===== src/rtl/prod_acc_pkg.sv =====
// Shared types and default widths for the product accumulator.
package prod_acc_pkg;

  typedef enum logic [1:0] {
    IDLE = 2'd0,
    ACC  = 2'd1,
    DONE = 2'd2
  } state_e;

  localparam int PROD_W_DEF = 17;
  localparam int ACC_W_DEF  = 24;
  localparam int CNT_W_DEF  = 8;

endpackage


===== src/rtl/prod_accumulator.sv =====
// Sums a framed burst of unsigned products and holds total, beat count and
// sticky overflow on a valid/ready result port until the sink takes it.
module prod_accumulator
  import prod_acc_pkg::*;
#(
  parameter int PROD_W = PROD_W_DEF,
  parameter int ACC_W  = ACC_W_DEF,
  parameter int CNT_W  = CNT_W_DEF
) (
  input  logic              clk_i,
  input  logic              rst_ni,
  input  logic              clr_i,
  input  logic              in_valid_i,
  output logic              in_ready_o,
  input  logic [PROD_W-1:0] in_prod_i,
  input  logic              in_last_i,
  output logic              out_valid_o,
  input  logic              out_ready_i,
  output logic [ACC_W-1:0]  out_sum_o,
  output logic [CNT_W-1:0]  out_count_o,
  output logic              out_ovf_o
);

  state_e             state_q, state_d;
  logic [ACC_W-1:0]   acc_q, acc_d;
  logic [CNT_W-1:0]   cnt_q, cnt_d;
  logic               ovf_q, ovf_d;
  logic               accept;
  logic [ACC_W:0]     sum_ext;

  assign in_ready_o = (state_q != DONE) && !clr_i;
  assign accept     = in_valid_i && in_ready_o;
  // One extra bit on the adder exposes the carry-out for the sticky flag.
  assign sum_ext    = {1'b0, acc_q} + {{(ACC_W + 1 - PROD_W){1'b0}}, in_prod_i};

  always_comb begin
    state_d = state_q;
    acc_d   = acc_q;
    cnt_d   = cnt_q;
    ovf_d   = ovf_q;
    if (clr_i) begin
      state_d = IDLE;
      acc_d   = '0;
      cnt_d   = '0;
      ovf_d   = 1'b0;
    end else begin
      case (state_q)
        IDLE, ACC: begin
          if (accept) begin
            acc_d   = sum_ext[ACC_W-1:0];
            ovf_d   = ovf_q | sum_ext[ACC_W];
            cnt_d   = (&cnt_q) ? cnt_q : cnt_q + CNT_W'(1);
            state_d = in_last_i ? DONE : ACC;
          end
        end
        DONE: begin
          if (out_ready_i) begin
            state_d = IDLE;
            acc_d   = '0;
            cnt_d   = '0;
            ovf_d   = 1'b0;
          end
        end
        default: state_d = IDLE;
      endcase
    end
  end

  always_ff @(posedge clk_i or negedge rst_ni) begin
    if (!rst_ni) begin
      state_q <= IDLE;
      acc_q   <= '0;
      cnt_q   <= '0;
      ovf_q   <= 1'b0;
    end else begin
      state_q <= state_d;
      acc_q   <= acc_d;
      cnt_q   <= cnt_d;
      ovf_q   <= ovf_d;
    end
  end

  // Result fields are masked so the port reads zero outside DONE.
  assign out_valid_o = (state_q == DONE);
  assign out_sum_o   = out_valid_o ? acc_q : '0;
  assign out_count_o = out_valid_o ? cnt_q : '0;
  assign out_ovf_o   = out_valid_o & ovf_q;

endmodule

===== config.mk =====
export PLATFORM = sky130hd
export DESIGN_NAME = prod_accumulator
export DESIGN_NICKNAME = d
export VERILOG_FILES = /design/src/rtl/prod_acc_pkg.sv /design/src/rtl/prod_accumulator.sv
export SDC_FILE = /design/constraint.sdc
export NUM_CORES = 1
export LEC_CHECK = 0
export BUFFER_PORTS_ARGS = -buffer_cell sky130_fd_sc_hd__buf_2
export CAP_MARGIN = 20
export CORE_UTILIZATION = 25
export CTS_BUF_LIST = sky130_fd_sc_hd__clkbuf_2 sky130_fd_sc_hd__clkbuf_4 sky130_fd_sc_hd__clkbuf_8
export DETAILED_ROUTE_END_ITERATION = 16
export PLACE_DENSITY_LB_ADDON = 0.15
export SLEW_MARGIN = 20
export SYNTH_ARGS = -nofsm -noshare
export SYNTH_HDL_FRONTEND = slang
export SYNTH_SLANG_ARGS = --single-unit
export TNS_END_PERCENT = 30

===== constraint.sdc =====
create_clock -name clk_i -period 2.85 [get_ports clk_i]
set_input_delay 0.1425 -clock clk_i [delete_from_list [all_inputs] [get_ports clk_i]]
set_output_delay 0.1425 -clock clk_i [all_outputs]
set_load 0.02 [all_outputs]

* Word-level counts from Yosys, hierarchy flattened *
Cells that the tools add are included.

storage, ports and cells
  register bits after elaboration = 35

cells by class
  reductions and logical operators = 10
  equal/unequal tests = 6
  bitwise gates (word level) = 2
  add/subtract/negate cells = 2
  multiplexer cells = 20

operator list
  operator                                                number
  two-way mux 24 bit                                      4
  one-hot mux 24 bit (2 select lines)                     1
  two-way mux 8 bit                                       5
  adder 24 x 17 -> 25 bit                                 1
  one-hot mux 8 bit (2 select lines)                      1
  adder 8 x 1 -> 8 bit (second input constant)            1
  two-way mux 2 bit                                       4
  AND reduction 8 bit                                     1
  inequality test 3 bit (second input constant)           2
  one-hot mux 2 bit (2 select lines)                      1
  AND reduction 4 bit                                     1
  two-way mux 1 bit                                       3
  inequality test 3 x 2 -> 1 bit (second input constant)  1
  AND reduction 3 bit                                     1
  nonzero test 3 bit                                      1
  == test 2 x 1 -> 1 bit (second input constant)          1
  == test 2 bit (second input constant)                   1
  logical AND 1 bit                                       2
  logical NOT 2 bit                                       1
  inequality test 2 bit (second input constant)           1
  one-hot mux 1 bit (2 select lines)                      1
  AND reduction 2 bit                                     1
  OR reduction 2 bit                                      1
  bitwise AND 1 bit                                       1
  2 further kinds                                         2

* Logic depth before layout (Yosys ltp) *
Gate-level depths: netlist of run 1.

  word-level depth = 6
  mapped depth = 9
  mapped depth without buffers = 9

* Worst setup path before layout of run 1 *
No wires, ideal clock.

  path type = reg-to-reg
  from = register acc_q[0]
  to = register acc_q[18]
  setup time = 0.132 ns
  cell stages (with the launch flop) = 10
  arrival time = 2.163 ns
  setup slack = 0.555 ns
  path through = dfrtp_1 > ha_1 > fa_1 > a21o_1 > a221oi_2 > o21ai_1 > and3_1 > a31oi_2 > xor2_1 > nor2_1

on the way
  cells in the longest elaborated chain, start to end = 4

RTL lines
  element                              line                    text
  start: declaration                   prod_accumulator.sv:25  logic [ACC_W-1:0] acc_q, acc_d;
  start signal: assignment             prod_accumulator.sv:72  acc_q <= '0;
  start signal: assignment             prod_accumulator.sv:77  acc_q <= acc_d;
  adder 24 x 17 -> 25 bit              prod_accumulator.sv:34  assign sum_ext = {1'b0, acc_q} + {{(ACC_W + 1 - PROD_W){1'b0}}, in_prod_i};
  two-way mux 24 bit                   prod_accumulator.sv:49  if (accept) begin
  one-hot mux 24 bit (2 select lines)  prod_accumulator.sv:47  case (state_q)
  two-way mux 24 bit                   prod_accumulator.sv:41  if (clr_i) begin

Every way passes these cells. The select of a mux whose other input is x is not followed.
A chain may end at the register's enable or synchronous reset.

* Final worst setup path of run 1 *
Same ends and word-level chain as after synthesis.

==> results of run 1 <==
==> cell type report <==
cell class	count	share of cell area (%)
multi-input combinational	245	53.1
sequential	35	28.1
timing repair buffer	59	9.63
tap	133	5.33
clock buffer	5	2.21
clock inverter	3	1.40
inverter	2	0.241
==> layout by cell type, fill, tap and decap left out, drive strengths merged, types with 2 or more instances in the layout <==
| cell type | count |
|---|---|
| a211oi | 3 |
| a21o | 9 |
| a21oi | 16 |
| a31oi | 5 |
| a32o | 2 |
| and2 | 33 |
| and2b | 2 |
| and3 | 7 |
| buf | 59 |
| clkbuf | 5 |
| clkinv | 2 |
| dfrtp | 35 |
| ha | 18 |
| inv | 2 |
| mux2i | 2 |
| nand2 | 34 |
| nand2b | 2 |
| nand3 | 5 |
| nand4 | 7 |
| nor2 | 21 |
| nor3 | 3 |
| o21a | 2 |
| o21ai | 27 |
| o21bai | 2 |
| o221ai | 2 |
| o31ai | 3 |
| or3 | 3 |
| xnor2 | 9 |
| xor2 | 12 |
==> logic make-up after synthesis <==
group	share of synthesized area [%]
buf+inv	2.22
simple gates	24.3
fa+ha+maj	9.47
mux	1.21
flops	33.8
xor+xnor	7.10
compound gates	21.8
==> routing by layer <==
metal | routed length (um) | up-vias | GRT usage, %
li1 | - | 1163 | -
met1 | 3480 | 1076 | 18.1
met2 | 3160 | 47 | 21.7
met3 | 246 | 7 | 2.39
met4 | 62 | 0 | 3.06
met5 | 0 | - | 0
==> worst max path at each step <==
stage                     slack, ns  depth (start not counted)   endpoint     start
after CTS                      0.30                          9  acc_q[18]  acc_q[0]
after global routing           0.09                          9  acc_q[22]  acc_q[0]
after floorplan                0.56                          9  acc_q[18]  acc_q[0]
after global placement         0.37                          9  acc_q[18]  acc_q[0]
final                          0.31                          9  acc_q[18]  acc_q[0]
after detailed placement       0.33                          9  acc_q[18]  acc_q[0]
==> state kept, by name, indices dropped and copies added (netlist names) <==
| name | cells |
|---|---|
| ovf_q | 1 |
| acc_q | 24 |
| state_q | 2 |
| cnt_q | 8 |
==> report_power, final <==
group	internal [mW]	leakage, nW	switching, mW
Sequential	0.543	0.475	0.0428
Clock	0.261	0.0581	0.212
Combinational	0.214	1.02	0.310
==> per-stage QoR <==
step / area (sq um) / utilization (%) / setup slack (ns)
after floorplan: 2590 / - / 0.555
after CTS: 3120 / 31.5 / 0.299
after global placement: 3010 / 30.3 / 0.373
after detailed placement: 3010 / 30.3 / 0.326
after global routing: 3120 / 31.5 / 0.0864
final: 3120 / 31.5 / 0.314
==> impl_results.md, run 1 <==
- Layout cells sized above 1: 22.6%
- Post-Layout Cell Count: 482
- Most common cell in the netlist: dfrtp_1
- CTS Buf Count: 5
- Area growth syn-to-layout: 20.4%
- Initial antenna violation count: 0
- Sequential cell area: 876 sq um
- Dpl cells: 474
- Setup TNS Final: 0 ns
- Fill cell count: 1,099
- Syn avg cell area: 8.81 sq um
- First-pass GRT wire length: 11.7 mm
- Post-route ant nets: 0
- Post-route DRC: 0
- Gr ovfl total: 0
- Clock transition at path regs: 0.09 ns
- Total power: 1.58 mW
- Pre-antenna DRT Iters: 4
- Max clock buf depth: 2
- Setup CP Type: flop to flop
- RSZ-0062 raised after global routing: false
- Max-slew violations: 0
- Reg-to-reg critical path endpoint: acc_q[18]
- WP buf/inv: 0
- Post-CTS Hold Buffers: 0
- Power density cells: 508 nW/um^2
- Status: finished with violations
- P_leak: 1.55 nW
- # IOs: 58
- CTS tree: built
- Part of the Yosys area used for sequential elements: 33.8%
- RePlAce Congestion: 0.749
- FF-to-FF path depth: 9
- Async set-reset flop share out of synthesis: 100%
- Clk_lat worst skew: 0.29 ns
- Port Buffer Count: 57
- Gr usage total: 13.3%
- Failing checks: hold timing
- CP arrival: 2.70 ns
- Hold Vio Cnt, Final: 35
- Core Area: 9910 sq um
- Vias: 2,293
- Starting Density: 26.1%
- Slowest stage delay, CP: 0.41 ns
- H-tree depth: 2
- Area leader, netlist: dfrtp_1
- Post-CTS resize count: 0
- Slew Limit Headroom: 42.0%
- Die W: 104 um
- CTS Sinks: 35
- Routed wire length: 6.95 mm
- Flop-to-flop setup slack: 0.31 ns
- Layout Nets: 390
- Largest cells by area after synthesis: dfrtp_1 (34%), ha_1 (8.7%), and2_1 (8.0%)
- Post-synthesis instance total: 294
- CTS root buf: clkbuf_8
- Synth top area share: 33.8%
- Synth warn: 0
- Reg-to-reg startpoint: acc_q[0]
- Ys flop type: dfrtp_1
- Starting DRT DRC Count: 100
- Fmax: 0.394 GHz
- CP endpoint kind: flop
- Final HPWL DP: 4.96 mm
- Largest net degree at the start of global routing: 42
- Full die area: 10,800 sq um
- Max Clock Skew: 0.00819 ns
- Post-Syn Nets: 336
- Vias in the first global route: 2,241
- Post-synth top cells: dfrtp_1 (35), nand2_1 (34), and2_1 (33)
- Slew at the pin closest to its max-slew limit: 0.871 ns
- Worst path slowest cell: fa_1
- WL/cell: 14.4 um
- Min Clock Period, post-route: 2.54 ns
- Kind of cell adding the most delay to the critical path: compound AO/OA/AOI/OAI gates
- Via-to-Cell Ratio: 4.76
- Multi-input gate area: 1660 sq um
- Number of synthesized register bits: 35
- Setup violations, final: 0
- CP required: 3.01 ns
- Peak supply drop: 0.181 mV
- EDFF count, synth: 0
- ANT cells: 0
- Library cells used by synthesis: 51
- Syn Std Cell Area: 2590 sq um
- Final Cycle Share: 89.0%
- Worst min path class: primary input to asynchronous set/reset pin
- Final hold slack: -0.0373 ns
- Die Height: 104 um
- Max-Cap Viols: 0
- Row count: 36
- Setup Buffers After CTS: 0
- Worst-path cell chain: ha_1, fa_1, a21o_1, a221oi_2, o21ai_1, and3_1, a31oi_2, xor2_1, nor2_1
- CP Launch Type: flop
- Max FO, Critical Path: 4
(Power assumes the default switching activity.)
==> run 2, diff against run 1 <==
CELL_PAD_IN_SITES_DETAIL_PLACEMENT = 1   (was not set)
CELL_PAD_IN_SITES_GLOBAL_PLACEMENT = 1   (was not set)
==> run 2 against run 1 <==
Fmax about the same. Clock power down 18%. Register-to-register slack about the same. Clock skew up 0.0026 ns. Final cell count down 0.21%. The flow still finishes with violations (hold timing). First-iteration DRC count down 58%. Routed wire length up 8.4%. Hold slack worse by 0.00080 ns.
==> impl_results.md, run 2 (synthesis gave the netlist of run 1 again) <==
- Initial antenna violation count: 0 (unchanged)
- CP arrival: 2.69 ns (about the same)
- Peak supply drop: 0.226 mV (+25%)
- Reg-to-reg startpoint: acc_q[0]
- Row count: 36 (unchanged)
- Max reg flops: 24 (unchanged)
- Total power: 1.50 mW (-5.2%)
- Post-CTS resize count: 0 (unchanged)
- Status: finished with violations
- Vias: 2,331 (+1.7%)
- Max clock buf depth: 2 (unchanged)
- Fmax: 0.394 GHz (about the same)
- Setup TNS Final: 0 ns (unchanged)
- Final Cycle Share: 89.0% (about the same)
- Post-route DRC: 0 (unchanged)
- Routed wire length: 7.53 mm (+8.4%)
- Vias in the first global route: 2,385 (+6.4%)
- Hold Vio Cnt, Final: 35 (unchanged)
- Biggest regs: acc_q (24), cnt_q (8), state_q (2)
- WL/cell: 15.7 um (+8.6%)
- Starting Density: 26.1% (unchanged)
- CP endpoint kind: flop
- Layout cells sized above 1: 22.4% (-0.22 points)
- RePlAce Congestion: 0.718 (-4.2%)
- Gr ovfl total: 0 (unchanged)
- Full die area: 10,800 sq um (unchanged)
- FF-to-FF path depth: 9 (unchanged)
- Slew Limit Headroom: 41.6% (-0.32 points)
- Failing checks: hold timing
- Reg-to-reg critical path endpoint: acc_q[20]
- Max-slew violations: 0 (unchanged)
- Reg with most FFs: acc_q
- Clk_lat worst skew: 0.29 ns (about the same)
- Setup violations, final: 0 (unchanged)
- Starting DRT DRC Count: 42 (-58%)
- Gr usage total: 14.7% (+1.4 points)
- Layout Nets: 389 (-0.26%)
- CTS tree: built
- Slowest stage delay, CP: 0.41 ns (about the same)
- Worst min path class: primary input to asynchronous set/reset pin
- Area growth syn-to-layout: 19.2%
- ANT cells: 0 (unchanged)
- Pre-antenna DRT Iters: 4 (unchanged)
- Leading cell types in the layout, fill and taps excluded: buf_2 (57), dfrtp_1 (35), nand2_1 (34)
- Power density cells: 486 nW/um^2 (-4.2%)
- # IOs: 58 (unchanged)
- Max-Cap Viols: 0 (unchanged)
- RSZ-0062 raised after global routing: false
- CP Launch Type: flop
- Clock transition at path regs: 0.08 ns (about the same)
- Die Height: 104 um (unchanged)
- H-tree depth: 2 (unchanged)
- Final HPWL DP: 5.49 mm (+11%)
- Commonest non-fill, non-tap cell in the layout: buf_2
- Post-CTS Hold Buffers: 0 (unchanged)
- Placed Area: 3000 sq um (-0.25%)
- Min Clock Period, post-route: 2.54 ns (-0.00116 ns)
- Max Clock Skew: 0.0108 ns (+0.00258 ns)
- Setup CP Type: flop to flop
- Core Area: 9910 sq um (unchanged)
- Worst-path cell chain: ha_1, fa_1, a21o_1, a221oi_2, o211a_1, nor3_2, o31ai_1, xor2_1, nor2_1
- Die W: 104 um (unchanged)
- Largest net degree at the start of global routing: 42 (unchanged)
- Setup Buffers After CTS: 0 (unchanged)
- Post-route cell area: 3090 sq um (-1.0%)
- P_leak: 1.53 nW (-1.2%)
- Flop-to-flop setup slack: 0.31 ns (about the same)
- Worst path slowest cell: fa_1
- Final hold slack: -0.0381 ns (-0.000800 ns)
- CTS Sinks: 35 (unchanged)
- CTS Buf Count: 5 (unchanged)
- Max FO, Critical Path: 4 (unchanged)
- CTS root buf: clkbuf_8
- Slew at the pin closest to its max-slew limit: 0.875 ns (+0.00476 ns)
- First-pass GRT wire length: 12.7 mm (+8.5%)
- CP required: 3.01 ns (about the same)
- Kind of cell adding the most delay to the critical path: compound AO/OA/AOI/OAI gates
- Fill cell count: 1,204 (+9.6%)
- Post-route ant nets: 0 (unchanged)
- Via-to-Cell Ratio: 4.85 (+1.9%)
- Port Buffer Count: 57 (unchanged)
- WP buf/inv: 0 (unchanged)
run 2: changes by cell type in the layout (fill, tap and decap cells not counted):
cell        before  now
buf_4            2    1
bufinv_16        1    0
clkbuf_4         0    1
clkinvlp_4       0    1
clkinv_4         1    0
run 2: power by group:
group,switching (mW),internal (mW)
registers,0.0447,0.543
logic,0.313,0.213
clock network,0.206,0.181
run 2: area by class of cell:
type                    instances  area, sq um  area share [%]
clock buffers                   6         76.3            2.47
multi-input cells             245         1660            53.6
inverters                       2         7.51           0.243
repair buffers                 58          293            9.48
well taps                     133          166            5.39
clock inverters                 2         12.5           0.405
flip-flops and latches         35          876            28.4
run 2: per-layer routing:
metal / track usage [%] / vias to the layer above / wire length, um
li1: - / 1156 / -
met1: 19.6 / 1130 / 3660
met2: 24.9 / 38 / 3560
met3: 2.45 / 7 / 235
met4: 3.06 / 0 / 68
met5: 0 / - / 0
run 2: worst max-delay path by stage:
stage,startpoint,to,slack (ns),cells after the start
floorplan,acc_q[0],acc_q[18],0.56,9
global placement,acc_q[0],acc_q[18],0.39,9
detailed placement,acc_q[0],acc_q[18],0.26,9
CTS,acc_q[0],acc_q[20],0.25,9
global route,acc_q[0],acc_q[20],0.13,9
finish,acc_q[0],acc_q[20],0.31,9
run 2: worst register-to-register path: stages (launching register included):
cell	delay, ns
dfrtp_1	0.40
ha_1	0.22
fa_1	0.41
a21o_1	0.20
a221oi_2	0.39
o211a_1	0.23
nor3_2	0.07
o31ai_1	0.26
xor2_1	0.18
nor2_1	0.05
run 2: metrics by stage:
stage	utilization [%]	std cells	hold slack, ns	setup WS (ns)
2_1_floorplan	-	294	-0.153	0.555
3_5_place_dp	30.3	473	0.326	0.260
5_1_grt	31.2	481	0.0226	0.130
4_1_cts	31.2	481	0.00128	0.249
3_3_place_gp	30.3	473	0.333	0.387
6_report	31.2	481	-0.0381	0.315
